File: src/rtl/dec38_arb_if.sv
// Bus bundle between the dec38 arbiter and its clients/decoder.
// The slave side is the arbiter; the master side is whatever drives requests.
interface dec38_arb_if;

  // Client side: level requests and a release strobe from the current owner.
  logic [7:0] req;
  logic       done;

  // Decoder side: code, active-low gate and the matching one-hot grant.
  logic [2:0] sel;
  logic       gn;
  logic [7:0] gnt;
  logic       busy;
  logic       tout;

  modport master (
    output req,
    output done,
    input  sel,
    input  gn,
    input  gnt,
    input  busy,
    input  tout
  );

  modport slave (
    input  req,
    input  done,
    output sel,
    output gn,
    output gnt,
    output busy,
    output tout
  );

endinterface

File: src/rtl/dec38_arb.sv
// Round-robin owner sequencer for one 8-way decoded select resource.
// Grants one client at a time, ends the grant on release or timeout, and
// keeps the decoder ungated for a turnaround gap before re-arbitrating.
// sel only changes on the edge that starts a grant, so the decoder inputs
// stay quiet whenever the gate is high.
module dec38_arb #(
  parameter int unsigned MAXHOLD = 15,
  parameter int unsigned TURN    = 1
) (
  input  logic        sys_clk,
  input  logic        reset,
  dec38_arb_if.slave  bus
);

  localparam int unsigned CNT_W  = 8;
  localparam int unsigned TURN_W = 2;
  localparam int unsigned NCLI   = 8;

  // A zero MAXHOLD disables the timeout; a zero TURN skips the TURN state.
  localparam bit                 HOLD_EN   = (MAXHOLD != 0);
  localparam logic [CNT_W-1:0]   HOLD_LAST = HOLD_EN ? CNT_W'(MAXHOLD - 1) : '0;
  localparam bit                 TURN_EN   = (TURN != 0);
  localparam logic [TURN_W-1:0]  TURN_LAST = TURN_EN ? TURN_W'(TURN - 1) : '0;

  typedef enum logic [1:0] {
    ST_IDLE  = 2'd0,
    ST_GRANT = 2'd1,
    ST_TURN  = 2'd2
  } state_e;

  state_e             state_q, state_d;
  logic [CNT_W-1:0]   cnt_q, cnt_d;
  logic [TURN_W-1:0]  turn_q, turn_d;
  logic [2:0]         last_q, last_d;

  logic [2:0]         sel_q, sel_d;
  logic               gn_q, gn_d;
  logic [NCLI-1:0]    gnt_q, gnt_d;
  logic               busy_q, busy_d;
  logic               tout_q, tout_d;

  logic [2:0]         start_c;
  logic [NCLI-1:0]    rot_c;
  logic               found_c;
  logic [2:0]         idx_c;
  logic [2:0]         winner_c;
  logic               rel_c;
  logic               tmo_c;

  // Round-robin pick: rotate requests so last+1 lands on bit 0, take the first set bit.
  always_comb begin
    start_c  = last_q + 3'd1;
    rot_c    = NCLI'({bus.req, bus.req} >> start_c);
    found_c  = 1'b0;
    idx_c    = '0;
    for (int i = 0; i < int'(NCLI); i++) begin
      if (!found_c && rot_c[i]) begin
        found_c = 1'b1;
        idx_c   = 3'(i);
      end
    end
    winner_c = idx_c + start_c;
  end

  // Grant exit conditions; a release always takes priority over a timeout.
  always_comb begin
    rel_c = bus.done | ~bus.req[sel_q];
    tmo_c = HOLD_EN && (cnt_q == HOLD_LAST);
  end

  // State and registered outputs.
  always_ff @(posedge sys_clk or posedge reset) begin
    if (reset) begin
      state_q <= ST_IDLE;
      cnt_q   <= '0;
      turn_q  <= '0;
      last_q  <= 3'd7;
      sel_q   <= '0;
      gn_q    <= 1'b1;
      gnt_q   <= '0;
      busy_q  <= 1'b0;
      tout_q  <= 1'b0;
    end else begin
      state_q <= state_d;
      cnt_q   <= cnt_d;
      turn_q  <= turn_d;
      last_q  <= last_d;
      sel_q   <= sel_d;
      gn_q    <= gn_d;
      gnt_q   <= gnt_d;
      busy_q  <= busy_d;
      tout_q  <= tout_d;
    end
  end

  // Next-state: arbitrate in IDLE, count the grant, count down the turnaround.
  always_comb begin
    state_d = state_q;
    cnt_d   = cnt_q;
    turn_d  = turn_q;
    last_d  = last_q;
    unique case (state_q)
      ST_IDLE: begin
        if (|bus.req) begin
          state_d = ST_GRANT;
          last_d  = winner_c;
          cnt_d   = '0;
        end
      end
      ST_GRANT: begin
        if (rel_c || tmo_c) begin
          state_d = TURN_EN ? ST_TURN : ST_IDLE;
          turn_d  = TURN_LAST;
          cnt_d   = '0;
        end else if (cnt_q != '1) begin
          cnt_d = cnt_q + CNT_W'(1);
        end
      end
      ST_TURN: begin
        if (turn_q == '0) begin
          state_d = ST_IDLE;
        end else begin
          turn_d = turn_q - TURN_W'(1);
        end
      end
      default: begin
        state_d = ST_IDLE;
      end
    endcase
  end

  // Output next values, derived from the transition being taken.
  always_comb begin
    sel_d  = sel_q;
    gn_d   = 1'b1;
    gnt_d  = '0;
    busy_d = 1'b0;
    tout_d = 1'b0;
    if (state_q == ST_IDLE && state_d == ST_GRANT) begin
      sel_d = winner_c;
    end
    gn_d   = (state_d != ST_GRANT);
    gnt_d  = gn_d ? '0 : NCLI'(NCLI'(1) << sel_d);
    busy_d = (state_d != ST_IDLE);
    tout_d = (state_q == ST_GRANT) && !rel_c && tmo_c;
  end

  assign bus.sel  = sel_q;
  assign bus.gn   = gn_q;
  assign bus.gnt  = gnt_q;
  assign bus.busy = busy_q;
  assign bus.tout = tout_q;

endmodule

File: src/flat_wrapper.sv
// flat-port wrapper written by rule: the top's interface ports become plain ports
module dec38_arb_flat 
#(
  parameter int unsigned MAXHOLD = 15,
  parameter int unsigned TURN    = 1
)
  (sys_clk, reset, bus_req, bus_done, bus_sel, bus_gn, bus_gnt, bus_busy, bus_tout);
  dec38_arb_if bus_i ();
  input  logic sys_clk;
  input  logic reset;
  input wire logic [$bits(bus_i.req)-1:0] bus_req;
  input wire logic [$bits(bus_i.done)-1:0] bus_done;
  output wire logic [$bits(bus_i.sel)-1:0] bus_sel;
  output wire logic [$bits(bus_i.gn)-1:0] bus_gn;
  output wire logic [$bits(bus_i.gnt)-1:0] bus_gnt;
  output wire logic [$bits(bus_i.busy)-1:0] bus_busy;
  output wire logic [$bits(bus_i.tout)-1:0] bus_tout;
  assign bus_i.req = bus_req;
  assign bus_i.done = bus_done;
  assign bus_sel = bus_i.sel;
  assign bus_gn = bus_i.gn;
  assign bus_gnt = bus_i.gnt;
  assign bus_busy = bus_i.busy;
  assign bus_tout = bus_i.tout;
  dec38_arb #(.MAXHOLD(MAXHOLD), .TURN(TURN)) u_core (.sys_clk(sys_clk), .reset(reset), .bus(bus_i));
endmodule
File: config.mk
export PLATFORM = sky130hd
export DESIGN_NAME = dec38_arb_flat
export DESIGN_NICKNAME = d
export VERILOG_FILES = /design/src/rtl/dec38_arb_if.sv /design/src/rtl/dec38_arb.sv /design/src/flat_wrapper.sv
export SDC_FILE = /design/constraint.sdc
export NUM_CORES = 1
export LEC_CHECK = 0
export ABC_CLOCK_PERIOD_IN_PS = 6300
export CORE_MARGIN = 5
export CORE_UTILIZATION = 60
export CTS_BUF_LIST = sky130_fd_sc_hd__clkbuf_16
export DETAILED_ROUTE_END_ITERATION = 8
export MAX_ROUTING_LAYER = met4
export PLACE_DENSITY = 0.88
export REMOVE_ABC_BUFFERS = 1
export SLEW_MARGIN = 20
export SYNTH_ARGS = -nofsm -noshare
export SYNTH_HDL_FRONTEND = slang
export SYNTH_SLANG_ARGS = --single-unit
File: constraint.sdc
create_clock -name sys_clk -period 6.3 [get_ports sys_clk]
set_clock_uncertainty 0.2 [all_clocks]
set_input_delay 0.63 -clock sys_clk [delete_from_list [all_inputs] [get_ports sys_clk]]
set_output_delay 0.63 -clock sys_clk [all_outputs]
set_load 0.05 [all_outputs]
==> tab_implementation.tex, run 1 <==
\begin{tabular}{lr}
\hline
Metric & Value \\
\hline
\multicolumn{2}{l}{\textbf{Detailed routing}} \\
\quad Routed wire length & 5150 µm \\
\quad 1st-pass router iterations & 4 \\
\quad Antenna Nets Post-Route & 0 \\
\quad Routed via count divided by cell count & 6.31 \\
\quad Routed length per placed instance & between 15 and 20 µm \\
\quad Remaining routing DRC violations & 0 \\
\quad Number of design-rule violations left by the first detailed-router iteration & between 200 and 250 \\
\quad Detailed-route via count & a little under 2000 \\
\multicolumn{2}{l}{\textbf{Worst setup path}} \\
\quad Largest delay share family, worst path & simple AND/OR/NAND/NOR gates \\
\quad Element type at the critical path start & flop \\
\quad Maximum cell stage delay along the critical path & 0.74 ns \\
\quad Worst path bufs/invs & 1 \\
\quad Chain of cells forming the critical path & ha\_1 > nand2b\_1 > o22a\_1 > mux4\_2 > a211oi\_1 > a31oi\_1 > o211ai\_1 > ha\_1 > inv\_1 > fa\_1 > nand2b\_1 > or3\_1 > and3\_4 > nor3\_2 \\
\quad Critical path required time & 6.29 ns \\
\quad Critical path class & flop to flop \\
\quad Kind of end point of the critical path & flop \\
\quad Maximum net fanout on the critical path & 20 \\
\quad Slowest CP cell & dfstp\_2 \\
\quad Crit path arrival time & 4.54 ns \\
\multicolumn{2}{l}{\textbf{Logic synthesis}} \\
\quad Sequential-to-total area share from yosys stat & 32.8\% \\
\quad Post-synth EDFFs & 0 \\
\quad Share of flip-flops with an asynchronous set or reset & 100\% \\
\quad Portion of synthesized cell area occupied by the leading cell type & roughly 28\% \\
\quad Post-synthesis cell type with the largest combined area & dfrtp\_1 \\
\quad Syn Std Cell Area & roughly 2200 µm² \\
\quad Number of synthesis warnings & 0 \\
\quad Number of library cell types mapped by synthesis & just under 60 \\
\quad Post-synth top cells & dfrtp\_1 (25), inv\_1 (20), nand2\_1 (19) \\
\quad Number of instances in the synthesized netlist & 244 \\
\quad Main flop type after synthesis & dfrtp\_1 \\
\quad Biggest area contributors in the synthesized netlist & dfrtp\_1 (28\%), mux2i\_1 (6.7\%), ha\_1 (5.0\%) \\
\quad Synthesized area divided by synthesized cell count & between 9 and 10 µm² \\
\quad Most instantiated library cell after synthesis & dfrtp\_1 \\
\quad Register bit count reported by yosys & 29 \\
\multicolumn{2}{l}{\textbf{Clock tree}} \\
\quad Clock latency on the worst-skew pair & around 0.27 ns \\
\quad CTS tree & built \\
\quad Count of hold buffers inserted by post-cts repair & 0 \\
\quad Clock edge transition at the registers on the reported setup and hold paths & 0.05 ns \\
\quad Resized cells post-CTS & 0 \\
\quad Clock Tree Buf Depth & 2 \\
\quad CTS Sinks & 29 \\
\quad Count of H-tree levels built during CTS & 2 \\
\quad Setup fix buffers added after clock tree synthesis & 0 \\
\quad Root Buffer & clkbuf\_16 \\
\quad Clock buffers created by TritonCTS & 5 \\
\multicolumn{2}{l}{\textbf{Timing}} \\
\quad Hold violation total from the final report & 0 \\
\quad Transition time at the pin with the least slew margin & about 0.7 ns \\
\quad Min cycle time layout & about 4.5 ns \\
\quad Max-slew violation total from the final report & 0 \\
\quad Headroom to the max-slew limit & between 50\% and 60\% \\
\quad Final count of negative-setup-slack endpoints & 0 \\
\quad RSZ-0062 raised after global routing & no \\
\quad Final worst-path cycle share & just over 70\% \\
\quad Final total negative setup slack & 0 ns \\
\quad Highest achievable clock rate & 220 MHz \\
\multicolumn{2}{l}{\textbf{Place}} \\
\quad Port Buffer Count & 24 \\
\quad \# placed instances & about 300 \\
\quad DP Wirelength & just under 4000 µm \\
\quad Routability congestion estimate from global placement & between 1 and 1.5 \\
\multicolumn{2}{l}{\textbf{Cells and area}} \\
\quad Core utilization of the finished layout & between 70\% and 80\% \\
\quad Layout overhead on the synthesized area & 17.0\% \\
\quad Number of antenna cells inserted & 0 \\
\quad Final-stage net count & about 290 \\
\quad Number of standard cells in the layout, taps in and fillers out & between 300 and 400 \\
\quad Fraction of layout cells with a size suffix above 1 & approximately 13\% \\
\multicolumn{2}{l}{\textbf{Die}} \\
\quad Die Width & roughly 70 µm \\
\quad DIE HEIGHT & slightly above 70 µm \\
\quad Core region area & about 3600 µm² \\
\quad Die Footprint & 5040 µm² \\
\quad Top-level port count & 25 \\
\quad Initial core utilization & between 60\% and 70\% \\
\quad Standard-cell rows & 22 \\
\multicolumn{2}{l}{\textbf{Run}} \\
\quad Number of max-cap violations & 0 \\
\multicolumn{2}{l}{\textbf{GRT}} \\
\quad First-pass GRT wire length & roughly 8700 µm \\
\quad Number of antenna violations at the first check in global routing & 0 \\
\quad Overall global routing resource usage & a little over a fifth \\
\quad Number of global-route vias before repair & approximately 1900 \\
\quad Pin count of the biggest net entering global routing & 30 \\
\quad Total grt overflow & 0 \\
\multicolumn{2}{l}{\textbf{Worst hold path}} \\
\quad Class of the worst hold path & flop to flop \\
\multicolumn{2}{l}{\textbf{Status}} \\
\quad Result of the run & finished clean \\
\hline
\end{tabular}
-- metrics by stage --
stage,setup WS [ns],hold WS (ns),area (µm²)
2_1_floorplan,2.12,0.263,2170
4_1_cts,1.78,0.317,2610
6_report,1.76,0.318,2610
5_1_grt,1.45,0.341,2610
3_3_place_gp,1.91,0.286,2470
3_5_place_dp,1.81,0.311,2470
-- worst paths after layout --
kind | start | to | slack [ns] | cells past startpoint
min in group asynchronous | reset | u_core.bus.gnt[0]$_DFF_PP0_ | 0.54 | 2
setup / recovery | u_core.last_q[0]$_DFFE_PP1P_ | u_core.bus.gnt[6]$_DFF_PP0_ | 1.76 | 14
max in group asynchronous | reset | u_core.last_q[0]$_DFFE_PP1P_ | 4.98 | 2
setup reg to reg | u_core.last_q[0]$_DFFE_PP1P_ | u_core.bus.gnt[6]$_DFF_PP0_ | 1.76 | 14
hold / removal | u_core.last_q[1]$_DFFE_PP1P_ | u_core.last_q[1]$_DFFE_PP1P_ | 0.32 | 2
hold reg to reg | u_core.last_q[1]$_DFFE_PP1P_ | u_core.last_q[1]$_DFFE_PP1P_ | 0.32 | 2
-- flip-flops by register name (all words and copies together) (netlist names) --
name,cells
u_core.bus.tout,1
u_core.state_q,2
u_core.cnt_q,8
u_core.last_q,3
u_core.bus.sel,3
u_core.bus.busy,1
u_core.bus.gn,1
u_core.turn_q,2
u_core.bus.gnt,8
-- cell type report --
class                      instances  area, µm²
multi-input combinational        185       1360
clock buffer                       5        125
tap                               48       60.1
fill                             282       1020
timing repair buffer              24        240
inverter                          21       78.8
clock inverter                     3       17.5
sequential                        29        731
-- tightest hold or removal path: stages (launching register included) --
cell and delay (ns):
dfstp_2 0.37, nand2_1 0.06, o21ai_0 0.08
-- kinds of logic (layout without fill, tap and decap cells) --
family | Yosys count | in the layout | synth area share (%)
mux | 23 | 23 | 12.8
flops | 29 | 29 | 32.8
buf+inv | 30 | 53 | 6.34
fa+ha+maj | 10 | 10 | 5.95
xor+xnor | 3 | 3 | 1.18
simple gates | 80 | 80 | 20.0
compound gates | 69 | 69 | 21.0
-- cells in the final DEF, fill, tap and decap left out, types with 2 or more instances in the layout --
cell / netlist / routed
dfrtp_1: 25 / 25
o22ai_1: 3 / 3
clkbuf_16: 0 / 5
mux4_2: 3 / 3
dfstp_2: 4 / 4
nor3_1: 12 / 12
o2111ai_1: 2 / 2
nand2b_1: 2 / 2
and3_1: 3 / 3
o31ai_1: 2 / 2
nand3_1: 9 / 9
a31oi_1: 8 / 8
nand4_1: 3 / 3
o21ai_0: 17 / 17
nand2_1: 19 / 19
nor3_2: 4 / 4
xor2_1: 2 / 2
o22a_1: 2 / 2
nor2_1: 13 / 13
ha_1: 9 / 9
o211ai_1: 3 / 3
clkdlybuf4s50_1: 0 / 24
nor4_1: 2 / 2
mux2i_1: 15 / 15
a21oi_1: 13 / 13
and2_1: 2 / 2
a211oi_1: 4 / 4
inv_1: 20 / 19
mux2_2: 4 / 4
clkinv_2: 0 / 2
o21ai_1: 2 / 2
-- routing by layer --
layer  wire, µm  track usage [%]
met1       2150             26.0
met2       2460             35.1
met3        435             5.54
met4        104             8.98
met5          0                -
Power of run 1 is left out: the tool's default activity adds up to more than one toggle a clock period on the data nets, which glitch-free logic cannot reach.
==> run 2: changes to the inputs <==
Settings changed: ABC_CLOCK_PERIOD_IN_PS 6300 to 4600, CORE_UTILIZATION 60 to 57, PLACE_DENSITY 0.88 to 0.85.
Clock period 6.3 ns to 4.6 ns, I/O delays scaled along.
==> run 2 against run 1 <==
  * Global-route usage is 0.51 points higher
  * First-iteration DRC count down 13%
  * Final cell count grew 1.3%
  * Sequential share of layout area down 0.25 points
  * Final area up 0.91%
  * Critical path type unchanged
  * Clock-buffer cell count did not move
  * Largest cell class unchanged
  * Wire length rose by 5.8%
  * Critical path depth stayed put
  * Sequential cell count is the same
==> tab_implementation.tex, run 2 (synthesis gave the netlist of run 1 again) <==
\begin{tabular}{lr}
\hline
Metric & Value \\
\hline
\multicolumn{2}{l}{\textbf{Status}} \\
\quad Result of the run & finished clean \\
\multicolumn{2}{l}{\textbf{Cells and area}} \\
\quad Number of antenna cells inserted & 0 \\
\quad Layout overhead on the synthesized area & 18.1\% \\
\quad Final-stage net count & around 290 \\
\quad Most common library cell in the layout ignoring fill and taps & dfrtp\_1 \\
\quad Number of standard cells in the layout, taps in and fillers out & approximately 320 \\
\quad Fill cell instance count of the final layout & roughly 300 \\
\quad Commonest non-fill, non-tap cells in the layout & dfrtp\_1 (25), clkdlybuf4s50\_1 (24), inv\_1 (21), nand2\_1 (19), o21ai\_0 (17) \\
\quad Fraction of layout cells with a size suffix above 1 & between 10\% and 20\% \\
\multicolumn{2}{l}{\textbf{Clock tree}} \\
\quad Count of H-tree levels built during CTS & 2 \\
\quad Clock latency on the worst-skew pair & 0.28 ns \\
\quad CTS Sinks & 29 \\
\quad Clock buffers created by TritonCTS & 5 \\
\quad CTS tree & built \\
\quad Clock Tree Buf Depth & 2 \\
\quad Resized cells post-CTS & 0 \\
\quad Root Buffer & clkbuf\_16 \\
\quad Count of hold buffers inserted by post-cts repair & 0 \\
\quad Clock edge transition at the registers on the reported setup and hold paths & around 0.050 ns \\
\quad Setup fix buffers added after clock tree synthesis & 0 \\
\multicolumn{2}{l}{\textbf{Worst hold path}} \\
\quad Class of the worst hold path & flop to flop \\
\multicolumn{2}{l}{\textbf{Die}} \\
\quad DIE HEIGHT & just over 70 µm \\
\quad Standard-cell rows & 22 \\
\quad Initial core utilization & $\sim$60\% \\
\quad Core region area & around 3700 µm² \\
\quad Die Width & between 70 and 80 µm \\
\quad Top-level port count & 25 \\
\quad Die Footprint & 5260 µm² \\
\multicolumn{2}{l}{\textbf{Timing}} \\
\quad Final count of negative-setup-slack endpoints & 0 \\
\quad Headroom to the max-slew limit & between 50\% and 60\% \\
\quad Max-slew violation total from the final report & 0 \\
\quad Crit path setup slack, layout & around 0.34 ns \\
\quad Hold violation total from the final report & 0 \\
\quad Final hold slack & roughly 0.3 ns \\
\quad Final total negative setup slack & 0 ns \\
\quad Transition time at the pin with the least slew margin & between 0.6 and 0.7 ns \\
\quad Min cycle time layout & $\sim$4.3 ns \\
\quad RSZ-0062 raised after global routing & no \\
\quad Highest achievable clock rate & about 230 MHz \\
\quad Final worst-path cycle share & between 90\% and 100\% \\
\multicolumn{2}{l}{\textbf{Detailed routing}} \\
\quad Antenna Nets Post-Route & 0 \\
\quad Routed wire length & about 5500 µm \\
\quad 1st-pass router iterations & 5 \\
\quad Detailed-route via count & 2039 \\
\quad Routed via count divided by cell count & about 6.4 \\
\quad Routed length per placed instance & between 15 and 20 µm \\
\quad Remaining routing DRC violations & 0 \\
\quad Number of design-rule violations left by the first detailed-router iteration & between 150 and 200 \\
\multicolumn{2}{l}{\textbf{GRT}} \\
\quad Overall global routing resource usage & between 20\% and 30\% \\
\quad Pin count of the biggest net entering global routing & 30 \\
\quad Total grt overflow & 0 \\
\quad First-pass GRT wire length & between 8000 and 9000 µm \\
\quad Number of global-route vias before repair & about 1900 \\
\quad Number of antenna violations at the first check in global routing & 0 \\
\multicolumn{2}{l}{\textbf{Worst setup path}} \\
\quad Kind of end point of the critical path & flop \\
\quad Critical path required time & 4.59 ns \\
\quad Critical path class & flop to flop \\
\quad Maximum cell stage delay along the critical path & $\sim$0.53 ns \\
\quad Chain of cells forming the critical path & ha\_1 > nand2b\_1 > o22a\_1 > mux4\_2 > a211oi\_1 > a31oi\_1 > o211ai\_1 > ha\_1 > inv\_1 > fa\_1 > nand2b\_1 > or3\_1 > and3\_4 > nor3\_2 \\
\quad Largest delay share family, worst path & simple AND/OR/NAND/NOR gates \\
\quad Crit path arrival time & 4.25 ns \\
\quad Worst path bufs/invs & 1 \\
\quad Element type at the critical path start & flop \\
\quad Maximum net fanout on the critical path & 16 \\
\quad Slowest CP cell & dfstp\_2 \\
\multicolumn{2}{l}{\textbf{Run}} \\
\quad Number of max-cap violations & 0 \\
\multicolumn{2}{l}{\textbf{Place}} \\
\quad \# placed instances & approximately 310 \\
\quad DP Wirelength & between 3000 and 4000 µm \\
\quad Routability congestion estimate from global placement & approximately 0.93 \\
\quad Port Buffer Count & 24 \\
\quad Worst slack, placed & about 0.39 ns \\
\hline
\end{tabular}
## run 2: area by class of cell
type	count	area, µm²	area share, %
sequential	29	731	27.7
tap	48	60.1	2.28
timing repair buffer	28	270	10.3
clock inverter	3	11.3	0.427
inverter	21	78.8	2.99
multi-input combinational	185	1360	51.6
clock buffer	5	125	4.75
## run 2: routing by layer
layer / track usage [%] / wire, µm / share of wire, % / up-vias
met4: 5.12 / 74 / 1.4 / 0
met2: 36.2 / 2650 / 49 / 103
met5: - / 0 / 0 / -
li1: - / - / - / 967
met3: 5.40 / 397 / 7.3 / 10
met1: 28.3 / 2330 / 43 / 959
## run 2: worst paths after layout
kind / slack, ns / startpoint / cells past startpoint / to
max: 0.34 / u_core.last_q[0]$_DFFE_PP1P_ / 14 / u_core.bus.gnt[6]$_DFF_PP0_
min: 0.29 / u_core.last_q[1]$_DFFE_PP1P_ / 2 / u_core.last_q[1]$_DFFE_PP1P_
max reg2reg: 0.34 / u_core.last_q[0]$_DFFE_PP1P_ / 14 / u_core.bus.gnt[6]$_DFF_PP0_
min reg2reg: 0.29 / u_core.last_q[1]$_DFFE_PP1P_ / 2 / u_core.last_q[1]$_DFFE_PP1P_
max in group asynchronous: 3.43 / reset / 2 / u_core.turn_q[0]$_DFFE_PP0P_
min in group asynchronous: 0.38 / reset / 2 / u_core.bus.gnt[5]$_DFF_PP0_
## run 2: worst reg2reg max path, stage by stage (launching register included)
cell and delay, ns:
dfstp_2 0.53, ha_1 0.43, nand2b_1 0.29, o22a_1 0.19, mux4_2 0.48, a211oi_1 0.24, a31oi_1 0.06, o211ai_1 0.13
ha_1 0.17, inv_1 0.04, fa_1 0.43, nand2b_1 0.20, or3_1 0.38, and3_4 0.22, nor3_2 0.19
## run 2: per-stage QoR
stage          area [µm²]  util [%]
2_1_floorplan        2170         -
3_3_place_gp         2500      67.2
3_5_place_dp         2500      67.2
4_1_cts              2640      70.9
5_1_grt              2640      70.9
6_report             2640      70.9
Power of run 2 is left out for the same reason.
==> run 3: changes to the inputs <==
Settings changed: CORE_MARGIN 5 to 3.
==> run 3 against run 2 <==
  * Global-route usage is 3.8 points higher
  * Maximum frequency is 0.31% lower
  * Die area is 11% lower
  * Critical path type unchanged
==> tab_implementation.tex, run 3 (synthesis gave the netlist of run 1 again) <==
\begin{tabular}{lr}
\hline
Metric & Value \\
\hline
\multicolumn{2}{l}{\textbf{Status}} \\
\quad Result of the run & finished clean \\
\multicolumn{2}{l}{\textbf{Die}} \\
\quad Core region area & $\sim$3700 µm² \\
\quad Top-level port count & 25 \\
\quad DIE HEIGHT & around 69 µm \\
\quad Initial core utilization & between 60 and 70\% \\
\quad Die Footprint & approximately 4700 µm² \\
\quad Die Width & a little under 70 µm \\
\quad Standard-cell rows & 22 \\
\multicolumn{2}{l}{\textbf{Detailed routing}} \\
\quad Antenna Nets Post-Route & 0 \\
\quad Detailed-route via count & approximately 2100 \\
\quad 1st-pass router iterations & 5 \\
\quad Routed length per placed instance & approximately 17 µm \\
\quad Number of design-rule violations left by the first detailed-router iteration & around 240 \\
\quad Routed wire length & between 5000 and 6000 µm \\
\quad Routed via count divided by cell count & approximately 6.5 \\
\quad Remaining routing DRC violations & 0 \\
\multicolumn{2}{l}{\textbf{Clock tree}} \\
\quad Clock buffers created by TritonCTS & 5 \\
\quad CTS tree & built \\
\quad Root Buffer & clkbuf\_16 \\
\quad CTS Sinks & 29 \\
\quad Resized cells post-CTS & 0 \\
\quad Clock latency on the worst-skew pair & approximately 0.27 ns \\
\quad Clock Tree Buf Depth & 2 \\
\quad Clock edge transition at the registers on the reported setup and hold paths & about 0.05 ns \\
\quad Count of hold buffers inserted by post-cts repair & 0 \\
\quad Count of H-tree levels built during CTS & 2 \\
\quad Setup fix buffers added after clock tree synthesis & 0 \\
\multicolumn{2}{l}{\textbf{GRT}} \\
\quad Number of global-route vias before repair & $\sim$1900 \\
\quad Pin count of the biggest net entering global routing & 30 \\
\quad First-pass GRT wire length & between 8000 and 9000 µm \\
\quad Overall global routing resource usage & 26.1\% \\
\quad Total grt overflow & 0 \\
\quad Number of antenna violations at the first check in global routing & 0 \\
\multicolumn{2}{l}{\textbf{Worst setup path}} \\
\quad Critical path class & flop to flop \\
\quad Kind of end point of the critical path & flop \\
\quad Maximum net fanout on the critical path & 13 \\
\quad Crit path arrival time & 4.26 ns \\
\quad Critical path required time & 4.58 ns \\
\quad Element type at the critical path start & flop \\
\multicolumn{2}{l}{\textbf{Cells and area}} \\
\quad Fraction of layout cells with a size suffix above 1 & between 10\% and 20\% \\
\quad Commonest non-fill, non-tap cells in the layout & dfrtp\_1 (25), clkdlybuf4s50\_1 (24), inv\_1 (20), nand2\_1 (19), o21ai\_0 (17) \\
\quad Final Instance Area & $\sim$2600 µm² \\
\quad Core utilization of the finished layout & 70.6\% \\
\quad Final-stage net count & 289 \\
\quad Layout overhead on the synthesized area & 17.6\% \\
\quad Number of antenna cells inserted & 0 \\
\quad Most common library cell in the layout ignoring fill and taps & dfrtp\_1 \\
\multicolumn{2}{l}{\textbf{Run}} \\
\quad Number of max-cap violations & 0 \\
\multicolumn{2}{l}{\textbf{Timing}} \\
\quad Highest achievable clock rate & $\sim$230 MHz \\
\quad Final count of negative-setup-slack endpoints & 0 \\
\quad Crit path setup slack, layout & 0.325 ns \\
\quad Final worst-path cycle share & about 93\% \\
\quad Transition time at the pin with the least slew margin & 0.635 ns \\
\quad Max-slew violation total from the final report & 0 \\
\quad Final total negative setup slack & 0 ns \\
\quad Min cycle time layout & around 4.3 ns \\
\quad RSZ-0062 raised after global routing & no \\
\quad Hold violation total from the final report & 0 \\
\quad Headroom to the max-slew limit & 57.3\% \\
\multicolumn{2}{l}{\textbf{Place}} \\
\quad Placed Area & roughly 2500 µm² \\
\quad Routability congestion estimate from global placement & 0.953 \\
\quad Worst slack, placed & roughly 0.46 ns \\
\quad DP Wirelength & about 3800 µm \\
\quad Port Buffer Count & 24 \\
\multicolumn{2}{l}{\textbf{Worst hold path}} \\
\quad Class of the worst hold path & flop to flop \\
\hline
\end{tabular}
run 3: cell count changes in the layout (fill, tap and decap cells not counted):
cell and change:
clkinv_2 +2, inv_1 -1, buf_4 -2, clkinv_1 -1
run 3: final timing paths:
check                                        startpoint                           end  slack, ns  cells past startpoint
setup / recovery           u_core.last_q[0]$_DFFE_PP1P_   u_core.bus.gnt[6]$_DFF_PP0_       0.32                     13
hold / removal             u_core.last_q[1]$_DFFE_PP1P_  u_core.last_q[1]$_DFFE_PP1P_       0.29                      2
setup reg to reg           u_core.last_q[0]$_DFFE_PP1P_   u_core.bus.gnt[6]$_DFF_PP0_       0.32                     13
hold reg to reg            u_core.last_q[1]$_DFFE_PP1P_  u_core.last_q[1]$_DFFE_PP1P_       0.29                      2
max in group asynchronous                         reset   u_core.cnt_q[5]$_DFFE_PP0P_       3.44                      2
min in group asynchronous                         reset   u_core.bus.gnt[3]$_DFF_PP0_       0.37                      2
run 3: area by class of cell:
cell class,instances,area [µm²]
clock inverter,3,13.8
fill,273,1090
inverter,21,78.8
tap,48,60.1
multi-input combinational,185,1360
sequential,29,731
clock buffer,5,125
timing repair buffer,26,255
run 3: metal layers:
layer | track usage (%) | routed length (µm) | vias up
li1 | - | - | 961
met1 | 32.8 | 2280 | 979
met2 | 42.7 | 2690 | 109
met3 | 4.54 | 392 | 13
met4 | 8.44 | 80 | 0
met5 | - | 0 | -
run 3: critical path, cell delays in order, from the launching register on:
cell and delay (ns):
dfstp_2 0.54, ha_1 0.47, mux2i_1 0.40, mux2i_1 0.18
nor4_2 0.51, o211ai_1 0.19, o211ai_1 0.14, ha_1 0.17
inv_1 0.05, fa_1 0.42, nand2b_1 0.18, or3_1 0.34
and3_4 0.21, nor3_2 0.19
run 3: per-stage QoR:
| step | std cells | hold WS (ns) |
|---|---|---|
| after floorplan | 235 | 0.263 |
| after global placement | 309 | 0.279 |
| after detailed placement | 309 | 0.286 |
| after CTS | 317 | 0.293 |
| after global routing | 317 | 0.338 |
| final | 317 | 0.290 |
Power of run 3 is left out for the same reason.
